--- config.mk ---
export PLATFORM = sky130hd
export DESIGN_NAME = hazard_scoreboard_flat
export DESIGN_NICKNAME = d
export VERILOG_FILES = /design/src/rtl/hazard_scoreboard_if.sv /design/src/rtl/hazard_scoreboard.sv /design/src/flat_wrapper.sv
export SDC_FILE = /design/constraint.sdc
export NUM_CORES = 1
export LEC_CHECK = 0
export CAP_MARGIN = 20
export CORE_ASPECT_RATIO = 1.75
export CORE_MARGIN = 2
export CORE_UTILIZATION = 28
export DETAILED_ROUTE_END_ITERATION = 12
export PLACE_DENSITY = 0.52
export SLEW_MARGIN = 10
export SYNTH_ARGS = -nofsm -noshare
export SYNTH_HDL_FRONTEND = slang
export SYNTH_SLANG_ARGS = --single-unit
--- constraint.sdc ---
create_clock -name clk -period 1.8 [get_ports clk]
set_clock_uncertainty 0.2 [all_clocks]
set_input_delay 0.18 -clock clk [delete_from_list [all_inputs] [get_ports clk]]
set_output_delay 0.18 -clock clk [all_outputs]
set_load 0.03 [all_outputs]
--- src/rtl/hazard_scoreboard_if.sv ---
// Decode-side request and pipeline-control response bundle for hazard_scoreboard.
// master = pipeline/decode side, slave = scoreboard.
interface hazard_scoreboard_if #(
    parameter int ADDR_W  = 4,
    parameter int NUM_SRC = 3,
    parameter int DEPTH   = 3,
    parameter int SEL_W   = $clog2(DEPTH)
);
    logic                      dec_valid;
    logic                      dec_we;
    logic                      dec_is_load;
    logic [ADDR_W-1:0]         dec_wa;
    logic [NUM_SRC*ADDR_W-1:0] dec_ra;
    logic [NUM_SRC-1:0]        dec_ra_used;
    logic                      br_taken_e;
    logic                      stall_f;
    logic                      stall_d;
    logic                      flush_d;
    logic                      flush_e;
    logic [NUM_SRC*SEL_W-1:0]  fwd_sel;

    modport master (
        output dec_valid, dec_we, dec_is_load, dec_wa, dec_ra, dec_ra_used, br_taken_e,
        input  stall_f, stall_d, flush_d, flush_e, fwd_sel
    );

    modport slave (
        input  dec_valid, dec_we, dec_is_load, dec_wa, dec_ra, dec_ra_used, br_taken_e,
        output stall_f, stall_d, flush_d, flush_e, fwd_sel
    );
endinterface

--- src/rtl/hazard_scoreboard.sv ---
// Hazard/forwarding scoreboard tracking in-flight destination tags over DEPTH post-decode stages.
// Optional HAZ_PERF_CNT_EN adds saturating stall/flush cycle counters.
module hazard_scoreboard #(
    parameter int ADDR_W   = 4,
    parameter int NUM_SRC  = 3,
    parameter int DEPTH    = 3,
    parameter int LOAD_LAT = 1,
    parameter int PC_REG   = 15,
    parameter int SEL_W    = $clog2(DEPTH)
) (
    input  logic                clk,
    input  logic                reset,
    hazard_scoreboard_if.slave  hz
`ifdef HAZ_PERF_CNT_EN
    ,
    output logic [31:0]         perf_stall_cnt,
    output logic [31:0]         perf_flush_cnt
`endif
);
    localparam logic [ADDR_W-1:0] PC_A = ADDR_W'(PC_REG);

    logic [DEPTH-1:0]          st_valid;
    logic [DEPTH-1:0]          st_we;
    logic [DEPTH-1:0]          st_load;
    logic [ADDR_W-1:0]         st_wa [DEPTH];
    logic [NUM_SRC*ADDR_W-1:0] e_ra;
    logic [NUM_SRC-1:0]        e_ra_used;

    logic                      lu;
    logic                      stall;
    logic                      flush_e;
    logic                      flush_d;
    logic [NUM_SRC*SEL_W-1:0]  fwd;

    always_comb begin
        lu = 1'b0;
        for (int unsigned j = 0; j < LOAD_LAT; j++) begin
            for (int unsigned s = 0; s < NUM_SRC; s++) begin
                if (hz.dec_valid && st_valid[j] && st_we[j] && st_load[j] &&
                    st_wa[j] != PC_A && hz.dec_ra_used[s] &&
                    st_wa[j] == hz.dec_ra[s*ADDR_W +: ADDR_W])
                    lu = 1'b1;
            end
        end
    end

    // Scan oldest to youngest so the youngest matching producer overwrites the select.
    always_comb begin
        fwd = '0;
        for (int unsigned s = 0; s < NUM_SRC; s++) begin
            for (int unsigned i = DEPTH - 1; i >= 1; i--) begin
                if (st_valid[i] && st_we[i] && st_wa[i] != PC_A && e_ra_used[s] &&
                    st_wa[i] == e_ra[s*ADDR_W +: ADDR_W] &&
                    (!st_load[i] || i >= LOAD_LAT + 1))
                    fwd[s*SEL_W +: SEL_W] = SEL_W'(i);
            end
        end
    end

    // A taken branch squashes the younger instructions instead of holding them.
    assign stall      = lu & ~hz.br_taken_e & ~reset;
    assign flush_e    = (lu | hz.br_taken_e) & ~reset;
    assign flush_d    = hz.br_taken_e & ~reset;
    assign hz.stall_f = stall;
    assign hz.stall_d = stall;
    assign hz.flush_e = flush_e;
    assign hz.flush_d = flush_d;
    assign hz.fwd_sel = reset ? '0 : fwd;

    always_ff @(posedge clk) begin
        if (reset) begin
            st_valid  <= '0;
            st_we     <= '0;
            st_load   <= '0;
            e_ra      <= '0;
            e_ra_used <= '0;
            for (int unsigned i = 0; i < DEPTH; i++)
                st_wa[i] <= '0;
        end else begin
            for (int unsigned i = 1; i < DEPTH; i++) begin
                st_valid[i] <= st_valid[i-1];
                st_we[i]    <= st_we[i-1];
                st_load[i]  <= st_load[i-1];
                st_wa[i]    <= st_wa[i-1];
            end
            if (flush_e) begin
                st_valid[0] <= 1'b0;
                st_we[0]    <= 1'b0;
                st_load[0]  <= 1'b0;
                st_wa[0]    <= '0;
                e_ra        <= '0;
                e_ra_used   <= '0;
            end else begin
                st_valid[0] <= hz.dec_valid;
                st_we[0]    <= hz.dec_we;
                st_load[0]  <= hz.dec_is_load;
                st_wa[0]    <= hz.dec_wa;
                e_ra        <= hz.dec_ra;
                e_ra_used   <= hz.dec_ra_used;
            end
        end
    end

`ifdef HAZ_PERF_CNT_EN
    always_ff @(posedge clk) begin
        if (reset) begin
            perf_stall_cnt <= '0;
            perf_flush_cnt <= '0;
        end else begin
            if (stall && perf_stall_cnt != '1)
                perf_stall_cnt <= perf_stall_cnt + 32'd1;
            if (flush_d && perf_flush_cnt != '1)
                perf_flush_cnt <= perf_flush_cnt + 32'd1;
        end
    end
`endif
endmodule

--- src/flat_wrapper.sv ---
// flat-port wrapper written by rule: the top's interface ports become plain ports
module hazard_scoreboard_flat 
#(
    parameter int ADDR_W   = 4,
    parameter int NUM_SRC  = 3,
    parameter int DEPTH    = 3,
    parameter int LOAD_LAT = 1,
    parameter int PC_REG   = 15,
    parameter int SEL_W    = $clog2(DEPTH)
)
  (clk, reset, hz_dec_valid, hz_dec_we, hz_dec_is_load, hz_dec_wa, hz_dec_ra, hz_dec_ra_used, hz_br_taken_e, hz_stall_f, hz_stall_d, hz_flush_d, hz_flush_e, hz_fwd_sel);
  hazard_scoreboard_if #(.ADDR_W(ADDR_W), .NUM_SRC(NUM_SRC), .DEPTH(DEPTH), .SEL_W(SEL_W)) hz_i ();
  input  logic clk;
  input  logic reset;
  input wire logic [$bits(hz_i.dec_valid)-1:0] hz_dec_valid;
  input wire logic [$bits(hz_i.dec_we)-1:0] hz_dec_we;
  input wire logic [$bits(hz_i.dec_is_load)-1:0] hz_dec_is_load;
  input wire logic [$bits(hz_i.dec_wa)-1:0] hz_dec_wa;
  input wire logic [$bits(hz_i.dec_ra)-1:0] hz_dec_ra;
  input wire logic [$bits(hz_i.dec_ra_used)-1:0] hz_dec_ra_used;
  input wire logic [$bits(hz_i.br_taken_e)-1:0] hz_br_taken_e;
  output wire logic [$bits(hz_i.stall_f)-1:0] hz_stall_f;
  output wire logic [$bits(hz_i.stall_d)-1:0] hz_stall_d;
  output wire logic [$bits(hz_i.flush_d)-1:0] hz_flush_d;
  output wire logic [$bits(hz_i.flush_e)-1:0] hz_flush_e;
  output wire logic [$bits(hz_i.fwd_sel)-1:0] hz_fwd_sel;
  assign hz_i.dec_valid = hz_dec_valid;
  assign hz_i.dec_we = hz_dec_we;
  assign hz_i.dec_is_load = hz_dec_is_load;
  assign hz_i.dec_wa = hz_dec_wa;
  assign hz_i.dec_ra = hz_dec_ra;
  assign hz_i.dec_ra_used = hz_dec_ra_used;
  assign hz_i.br_taken_e = hz_br_taken_e;
  assign hz_stall_f = hz_i.stall_f;
  assign hz_stall_d = hz_i.stall_d;
  assign hz_flush_d = hz_i.flush_d;
  assign hz_flush_e = hz_i.flush_e;
  assign hz_fwd_sel = hz_i.fwd_sel;
  hazard_scoreboard #(.ADDR_W(ADDR_W), .NUM_SRC(NUM_SRC), .DEPTH(DEPTH), .LOAD_LAT(LOAD_LAT), .PC_REG(PC_REG), .SEL_W(SEL_W)) u_core (.clk(clk), .reset(reset), .hz(hz_i));
endmodule
Yosys cells after proc, flatten, opt, wreduce, memory -nomap -nowiden
Memory sizes are Yosys's and may differ from the RTL's.
Index checks and enable logic that the tools add are counted.
{"block": "word_totals", "rom_bits": 0, "latch_bits": 0, "regBits": 23, "ram_bits": 12, "memories": 1}
{"name": "u_core.st_wa", "depth": 3, "width": 4, "rd": 3, "rd_ports_with_merged_regs": 0, "write_ports": 3, "line_no": "hazard_scoreboard.sv:25", "text": "logic [ADDR_W-1:0] st_wa [DEPTH];"}
{"block": "classes", "n_addsub": 0, "order_cmp": 0, "n_eq_ne": 12, "div_mod_pow": 0, "shift": 0, "multipliers": 0, "n_reduce_logical": 31, "bitwise": 11, "mux": 23}
{"op": "$eq A4 B4 Y1", "count": 9}
{"op": "$logic_and A1 B1 Y1", "count": 29}
{"op": "$mux W4", "count": 4}
{"op": "$mux W1", "count": 12}
{"op": "$mux W2", "count": 6}
{"op": "$ne A4 B4 Y1 const B", "count": 3}
{"op": "$mux W6", "count": 1}
{"op": "$or A1 B1 Y1", "count": 5}
{"op": "$and A1 B1 Y1", "count": 4}
{"op": "$not A1 Y1", "count": 2}
{"op": "$reduce_or A2 Y1", "count": 1}
{"op": "$logic_not A1 Y1", "count": 1}

Depth between registers and ports, before layout
Gate-level depths: netlist of the first run.
{"block": "logic_depth", "depth_word": 16, "mapped_depth": 5, "depth_no_buf": 4}

Least setup slack after synthesis of the first run
No wires, ideal clock.
{"block": "synth_path", "path_kind": "register -> output", "start": "memory u_core.st_wa[1][2] (netlist: u_core.st_wa[0][6])", "end": "output port hz_fwd_sel[3]", "path_buffers": 0, "path_stages_with_launch": 5, "slack_ns": -0.378, "arrival_ns": 1.798, "required_time_ns": 1.420, "cell_sequence": "edfxtp_1 nand4_1 nand4b_1 nor3_1 nor4_1"}
{"element": "start: declaration", "line_no": "hazard_scoreboard.sv:25"}
{"element": "end: declaration", "line_no": "flat_wrapper.sv:26", "text": "output wire logic [$bits(hz_i.fwd_sel)-1:0] hz_fwd_sel;"}

==> results.py, run 1 <==
metrics = {
    "setup_path": {
        "cp_cell_sequence": "buf_4, xor2_2, nor4_4, buf_4, o31a_1, buf_6",
        "end_kind": "output port",
        "critPathArrivalTime_ns": 1.81,
        "reg2regPathDepth": 7,
        "crit_type": "reg2out",
        "crit_top_cell": "buf_4",
        "critical_path_depth": 6,
        "cp_num_buf_inv": 3,
        "slowest_delay_ns": 0.46,
        "worstPathMaxFanout": 5,
        "required_ns": 1.42,
        "cp_top_family": "flip-flops",
        "startpoint_type": "flop",
        "crit_path_top_delay_cell": "edfxtp_1",
    },
    "logic_synthesis": {
        "synth_warnings": 0,
        "synth_largest_area_cell": "dfxtp_1",
        "synth_ff_type": "dfxtp_1",
        "synth_top_area_share": 0.265,
        "synth_common_cells": "xnor2_1, nand2_1, dfxtp_1",
        "syn_area_sq_um": 1740,
        "synth_seq_cells": 35,
        "synth_area_leaders": "dfxtp_1, edfxtp_1, xnor2_1, nor3_1, nand2_1",
        "synth_cells": 177,
        "postSynthAreaPerCell_sq_um": 9.83,
        "async_flop_share": 0,
        "yosysMostFrequentCell": "xnor2_1",
        "yosysSeqAreaShare": 0.472,
        "synth_cell_types": 24,
        "synth_edf_count": 12,
    },
    "timing": {
        "hold_violations": 0,
        "fmax_mhz": 456,
        "finalCritPeriodShare": 1.22,
        "rsz0062_at_grt": "true",
        "setup_slack_ns": -0.395,
        "drv_slew": 0,
        "hold_slack_ns": 0.222,
        "setup_viol": 31,
        "min_period_ns": 2.19,
    },
    "global_route": {
        "grt_max_degree": 18,
        "grt_pass1_vias": 1568,
        "antenna_found_initial": 0,
        "use_met3": 0.0187,
        "grt_pass1_wl_microns": 7500,
        "grt_util_all_layers": 0.149,
        "grt.busiest_layer": "met2",
        "use_met2": 0.296,
        "use_met1": 0.132,
        "gr-total-overflow": 0,
    },
    "routing": {
        "vias_per_cell": 4.44,
        "ant_nets": 0,
        "drcViolationCount": 0,
        "vias": 1528,
        "drt_iter0_drc": 43,
        "wl_per_cell_microns": 13.5,
        "drt-total-wl_microns": 4650,
        "drt_pass1_iterations": 4,
    },
    "floorplan": {
        "ios": 35,
        "dieArea_sq_um": 6880,
        "die_h_microns": 108,
        "start_util": 0.286,
        "row_count": 38,
        "core_region_area_sq_um": 6090,
        "die_width_microns": 63.6,
    },
    "power_and_ir_drop": {
        "ir_worst_vdd_uv": 325,
        "finalPower_uw": 1870,
        "p_leak_uw": 0.00120,
        "pwr_density_cell_nw_per_um2": 619,
    },
    "clock_network": {
        "ctsHoldBuffers": 0,
        "cts_max_path_buffers": 2,
        "cts_made_buffers": 5,
        "clock_latency_ns": 0.29,
        "cts_tree": "built",
        "numClockSinks": 35,
        "cts_max_level": 2,
        "cts-root-buf": "clkbuf_8",
        "clk_pin_slew_ns": 0.07,
    },
    "final_layout": {
        "final_area_sq_um": 3030,
        "n_antenna_cell": 0,
        "final_cells": 344,
        "syn2layout_area_growth_pct": 74.0,
        "final_nets": 288,
        "layout-drive-gt1-share": 0.428,
    },
    "run": {
        "maxCapViolCount": 0,
    },
    "placed_design": {
        "placedCellCount": 325,
        "place_congestion": 0.906,
        "placed_cell_area_sq_um": 2440,
        "numPortBuffers": 34,
        "pre_cts_slack_ns": -0.318,
        "hpwl_microns": 3670,
    },
    "run_status": {
        "outcome": "finished with violations",
        "violations": "negative setup slack",
    },
    "worst_hold_path": {
        "whs_path_depth": 3,
        "hold_class": "in2reg",
    },
}
## placed cells by master (no fill, tap or decap)
master            n
buf_4            31
nand2_1          27
clkdlybuf4s50_1  24
dfxtp_1          23
xnor2_2          21
buf_6            21
nor2b_1          14
nor3_1           14
edfxtp_1         12
conb_1           12
xnor2_1          11
nor3_2            8
nand4_1           7
nand3_2           7
nor4_4            7
clkbuf_8          6
nor3_4            3
xor2_2            3
nand4b_1          1
nand2_2           1
inv_1             1
xnor2_4           1
and4_1            1
o22ai_4           1
o31a_1            1
nor2_1            1
o21a_2            1
nand3_1           1
clkinv_2          1
clkbuf_1          1
buf_12            1
## registers in the layout, indices dropped and copies added (netlist names)
signal,flops
u_core.st_wa,12
u_core.e_ra,12
u_core.st_we,3
u_core.st_load,2
u_core.e_ra_used,3
u_core.st_valid,3
## worst min-delay path: stages
cell and delay, ns:
clkdlybuf4s50_1 0.40, nand2_1 0.06, nor3_1 0.03
## where the power goes
group / leakage, uW / switching (uW) / total, uW / internal [uW]
clock network: 0.0000482 / 270 / 579 / 308
registers: 0.000309 / 34.5 / 891 / 856
logic: 0.000844 / 176 / 402 / 226
## layer usage
layer  vias up  wire, microns
li1        766              -
met1       708           1450
met2        42           2870
met3        12            121
met4         0            216
met5         -              0
## stage by stage
stage	setup TNS, ns	utilization
finish	-4.27	0.497
CTS	-4.01	0.460
detailed placement	-5.82	0.401
floorplan	-0.413	-
global placement	-5.22	0.401
global route	-6.15	0.497
## repair_timing
| action | in CTS | in global routing |
|---|---|---|
| setup buffers | 8 | 3 |
| endpoints found under the setup margin | 30 | 31 |
| pin swaps | 32 | 16 |
| resized for setup | 37 | 35 |
## worst paths after layout
kind	from	end	slack [ns]
worst min register to register	u_core.st_we[1]	u_core.st_we[2]	0.26
worst min-delay path	hz_dec_we	u_core.st_we[0]	0.22
worst max register to register	u_core.st_wa[0][3]	u_core.st_wa[0][0]	-0.19
worst max-delay path	u_core.st_wa[0][1]	hz_flush_e	-0.39
## cells by family after synthesis
logic type | Yosys count | synth area share
AND/OR/NAND/NOR | 92 | 0.286
XOR/XNOR | 36 | 0.181
other | 1 | 0.00216
AO/OA/AOI/OAI | 3 | 0.0165
flip-flops | 35 | 0.472
buffers and inverters | 10 | 0.0424
## area by class of cell
| type | instances | area [sq um] |
|---|---|---|
| tap | 80 | 100 |
| clock buffer | 7 | 86.3 |
| clock inverter | 1 | 5.00 |
| fill | 603 | 3060 |
| inverter | 1 | 3.75 |
| multi-input combinational | 143 | 1280 |
| timing repair buffer | 77 | 729 |
| sequential | 35 | 821 |
No activity file was read; power rests on OpenSTA's default activity.
==> run 2: changes to the inputs <==
CTS_CLUSTER_SIZE = 12   (was unset)
==> results of run 2 <==
The final DEF is identical to that of run 1; final timing and power are the same.
==> run 3: changes to the inputs <==
CAP_MARGIN = unset   (was 20)
GPL_TIMING_DRIVEN = 0   (was unset)
==> run 3 against run 2 <==
Effect of this change: the flow still finishes with violations (negative setup slack); clock power rose by 25%; cell count is 0.29% lower; register-to-register slack got worse by 0.17 ns; die area did not move; sequential cell count did not move; global-route usage rose by 0.16 points; first-iteration DRC count down 26%; critical path depth increased by 1; setup slack lost 0.075 ns; largest power group unchanged; combinational power down 15%; largest cell class unchanged; total power is 4.9% higher.
==> results.py, run 3 (synthesized netlist as in run 1, its figures left out) <==
metrics = {
    "routing": {
        "drt_pass1_iterations": 4,
        "ant_nets": 0,
        "drcViolationCount": 0,
        "vias": 1541,
        "vias_per_cell": 4.49,
        "drt_iter0_drc": 32,
        "drt-total-wl_microns": 4860,
        "wl_per_cell_microns": 14.2,
    },
    "global_route": {
        "grt_pass1_wl_microns": 7790,
        "use_met3": 0.0229,
        "use_met1": 0.132,
        "grt.busiest_layer": "met2",
        "grt_pass1_vias": 1641,
        "grt_util_all_layers": 0.150,
        "gr-total-overflow": 0,
        "antenna_found_initial": 0,
        "use_met2": 0.297,
        "grt_max_degree": 13,
    },
    "power_and_ir_drop": {
        "p_clk_frac": 0.367,
        "p_int_uw": 1460,
        "pwr_density_cell_nw_per_um2": 660,
        "comb_power_share": 0.174,
        "ir_worst_vdd_uv": 367,
        "seq_power_share": 0.459,
        "swShare": 0.257,
        "p_leak_uw": 0.00114,
        "finalPower_uw": 1960,
        "power_switching_uw": 504,
    },
    "run_status": {
        "outcome": "finished with violations",
        "violations": "negative setup slack",
    },
    "setup_path": {
        "worstPathMaxFanout": 5,
        "crit_type": "reg2out",
        "critPathArrivalTime_ns": 1.89,
        "required_ns": 1.42,
        "end_kind": "output port",
        "reg2reg_from": "u_core.st_wa[0][3]",
        "crit_top_cell": "buf_6",
        "startpoint": "u_core.st_wa[0][3]",
        "startpoint_type": "flop",
        "cp_cell_sequence": "buf_6, xor2_4, nor4_4, buf_4, o21a_4, buf_6, buf_6",
        "slowest_delay_ns": 0.49,
        "crit_path_top_delay_cell": "edfxtp_1",
    },
    "timing": {
        "rsz0062_at_grt": "true",
        "setup_viol": 31,
        "finalCritPeriodShare": 1.26,
        "hold_slack_ns": 0.0304,
        "setup_slack_ns": -0.470,
        "hold_violations": 0,
        "min_period_ns": 2.27,
        "drv_slew": 0,
        "fmax_mhz": 441,
    },
    "floorplan": {
        "dieArea_sq_um": 6880,
        "die_width_microns": 63.6,
        "core_region_area_sq_um": 6090,
        "die_h_microns": 108,
        "row_count": 38,
        "start_util": 0.286,
        "ios": 35,
    },
    "placed_design": {
        "placedCellCount": 301,
        "hpwl_microns": 3470,
        "placed_cell_area_sq_um": 2280,
        "place_congestion": 0.873,
        "numPortBuffers": 33,
        "pre_cts_slack_ns": -1.07,
    },
    "clock_network": {
        "cts_made_buffers": 5,
        "clock_latency_ns": 0.29,
        "cts_max_path_buffers": 2,
        "clk_pin_slew_ns": 0.08,
        "cts_max_level": 2,
        "numClockSinks": 35,
        "cts_tree": "built",
        "cts-root-buf": "clkbuf_8",
        "ctsHoldBuffers": 0,
    },
    "worst_hold_path": {
        "worstHoldStart": "reset",
        "hold_class": "in2reg",
    },
    "final_layout": {
        "final_area_sq_um": 2970,
        "final_nets": 287,
        "fillers": 607,
        "reg.largest.list": "u_core.e_ra (12), u_core.st_wa (12)",
        "layout-drive-gt1-share": 0.338,
        "mostFrequentLayoutCells": "nand2_1, xnor2_1, buf_6, clkdlybuf4s50_1, dfxtp_1",
        "n_antenna_cell": 0,
        "syn2layout_area_growth_pct": 70.9,
        "final_cells": 343,
        "final_common_cell": "nand2_1",
    },
    "run": {
        "maxCapViolCount": 0,
    },
}
[run 3: cell count changes in the layout (fill, tap and decap cells not counted), sizes merged]
cell | previous run | this run
dlygate4sd2 | 0 | 1
clkinv | 1 | 2
bufinv | 0 | 1
clkdlybuf4s50 | 24 | 23
buf | 53 | 50
[run 3: worst max-delay path: cells and delay by family (launching register included)]
family,cells,cell delay [ns]
simple gates,1,0.25
xor+xnor,1,0.17
compound gates,1,0.13
flops,1,0.49
buf+inv,4,0.55
[run 3: per-layer routing]
metal	wire, microns	vias up	share of wire
met1	1630	708	0.34
met2	2810	53	0.58
met5	0	-	0
met3	162	19	0.033
met4	250	0	0.051
li1	-	761	-
[run 3: power groups by stage]
| stage | Sequential (uW) | Clock [uW] | Combinational (uW) |
|---|---|---|---|
| 6_report | 901 | 721 | 341 |
| 5_1_grt | 906 | 773 | 369 |
| 4_1_cts | 898 | 737 | 268 |
| 3_5_place_dp | 924 | 0 | 227 |
| 3_3_place_gp | 923 | 0 | 226 |
| 2_1_floorplan | 907 | 0 | 141 |
[run 3: area by class of cell]
cell class / count / area, sq um / share of cell area
flip-flops and latches: 35 / 821 / 0.276
clock inverters: 3 / 43.8 / 0.0147
inverters: 1 / 3.75 / 0.00126
plain buffers: 8 / 68.8 / 0.0231
clock buffers: 5 / 68.8 / 0.0231
multi-input cells: 143 / 1200 / 0.403
repair buffers: 68 / 669 / 0.225
well taps: 80 / 100 / 0.0337
[run 3: what timing repair did]
action,4_1_cts,5_1_grt
gates resized for setup,86,31
endpoints found under the setup margin,30,31
pin swaps,14,18
buffers inserted,23,13
[run 3: path summary, 6_finish.rpt]
kind / to / slack, ns / cells after the start
setup / recovery: hz_stall_f / -0.47 / 7
hold / removal: u_core.st_we[2] / 0.03 / 2
setup reg to reg: u_core.st_wa[0][3] / -0.36 / 9
hold reg to reg: u_core.st_load[1] / 0.26 / 1
[run 3: per-stage QoR]
stage / setup TNS, ns / util
after floorplan: -0.413 / -
after global placement: -16.28 / 0.375
after detailed placement: -15.30 / 0.375
after CTS: -8.49 / 0.439
after global routing: -10.20 / 0.488
final: -7.79 / 0.488
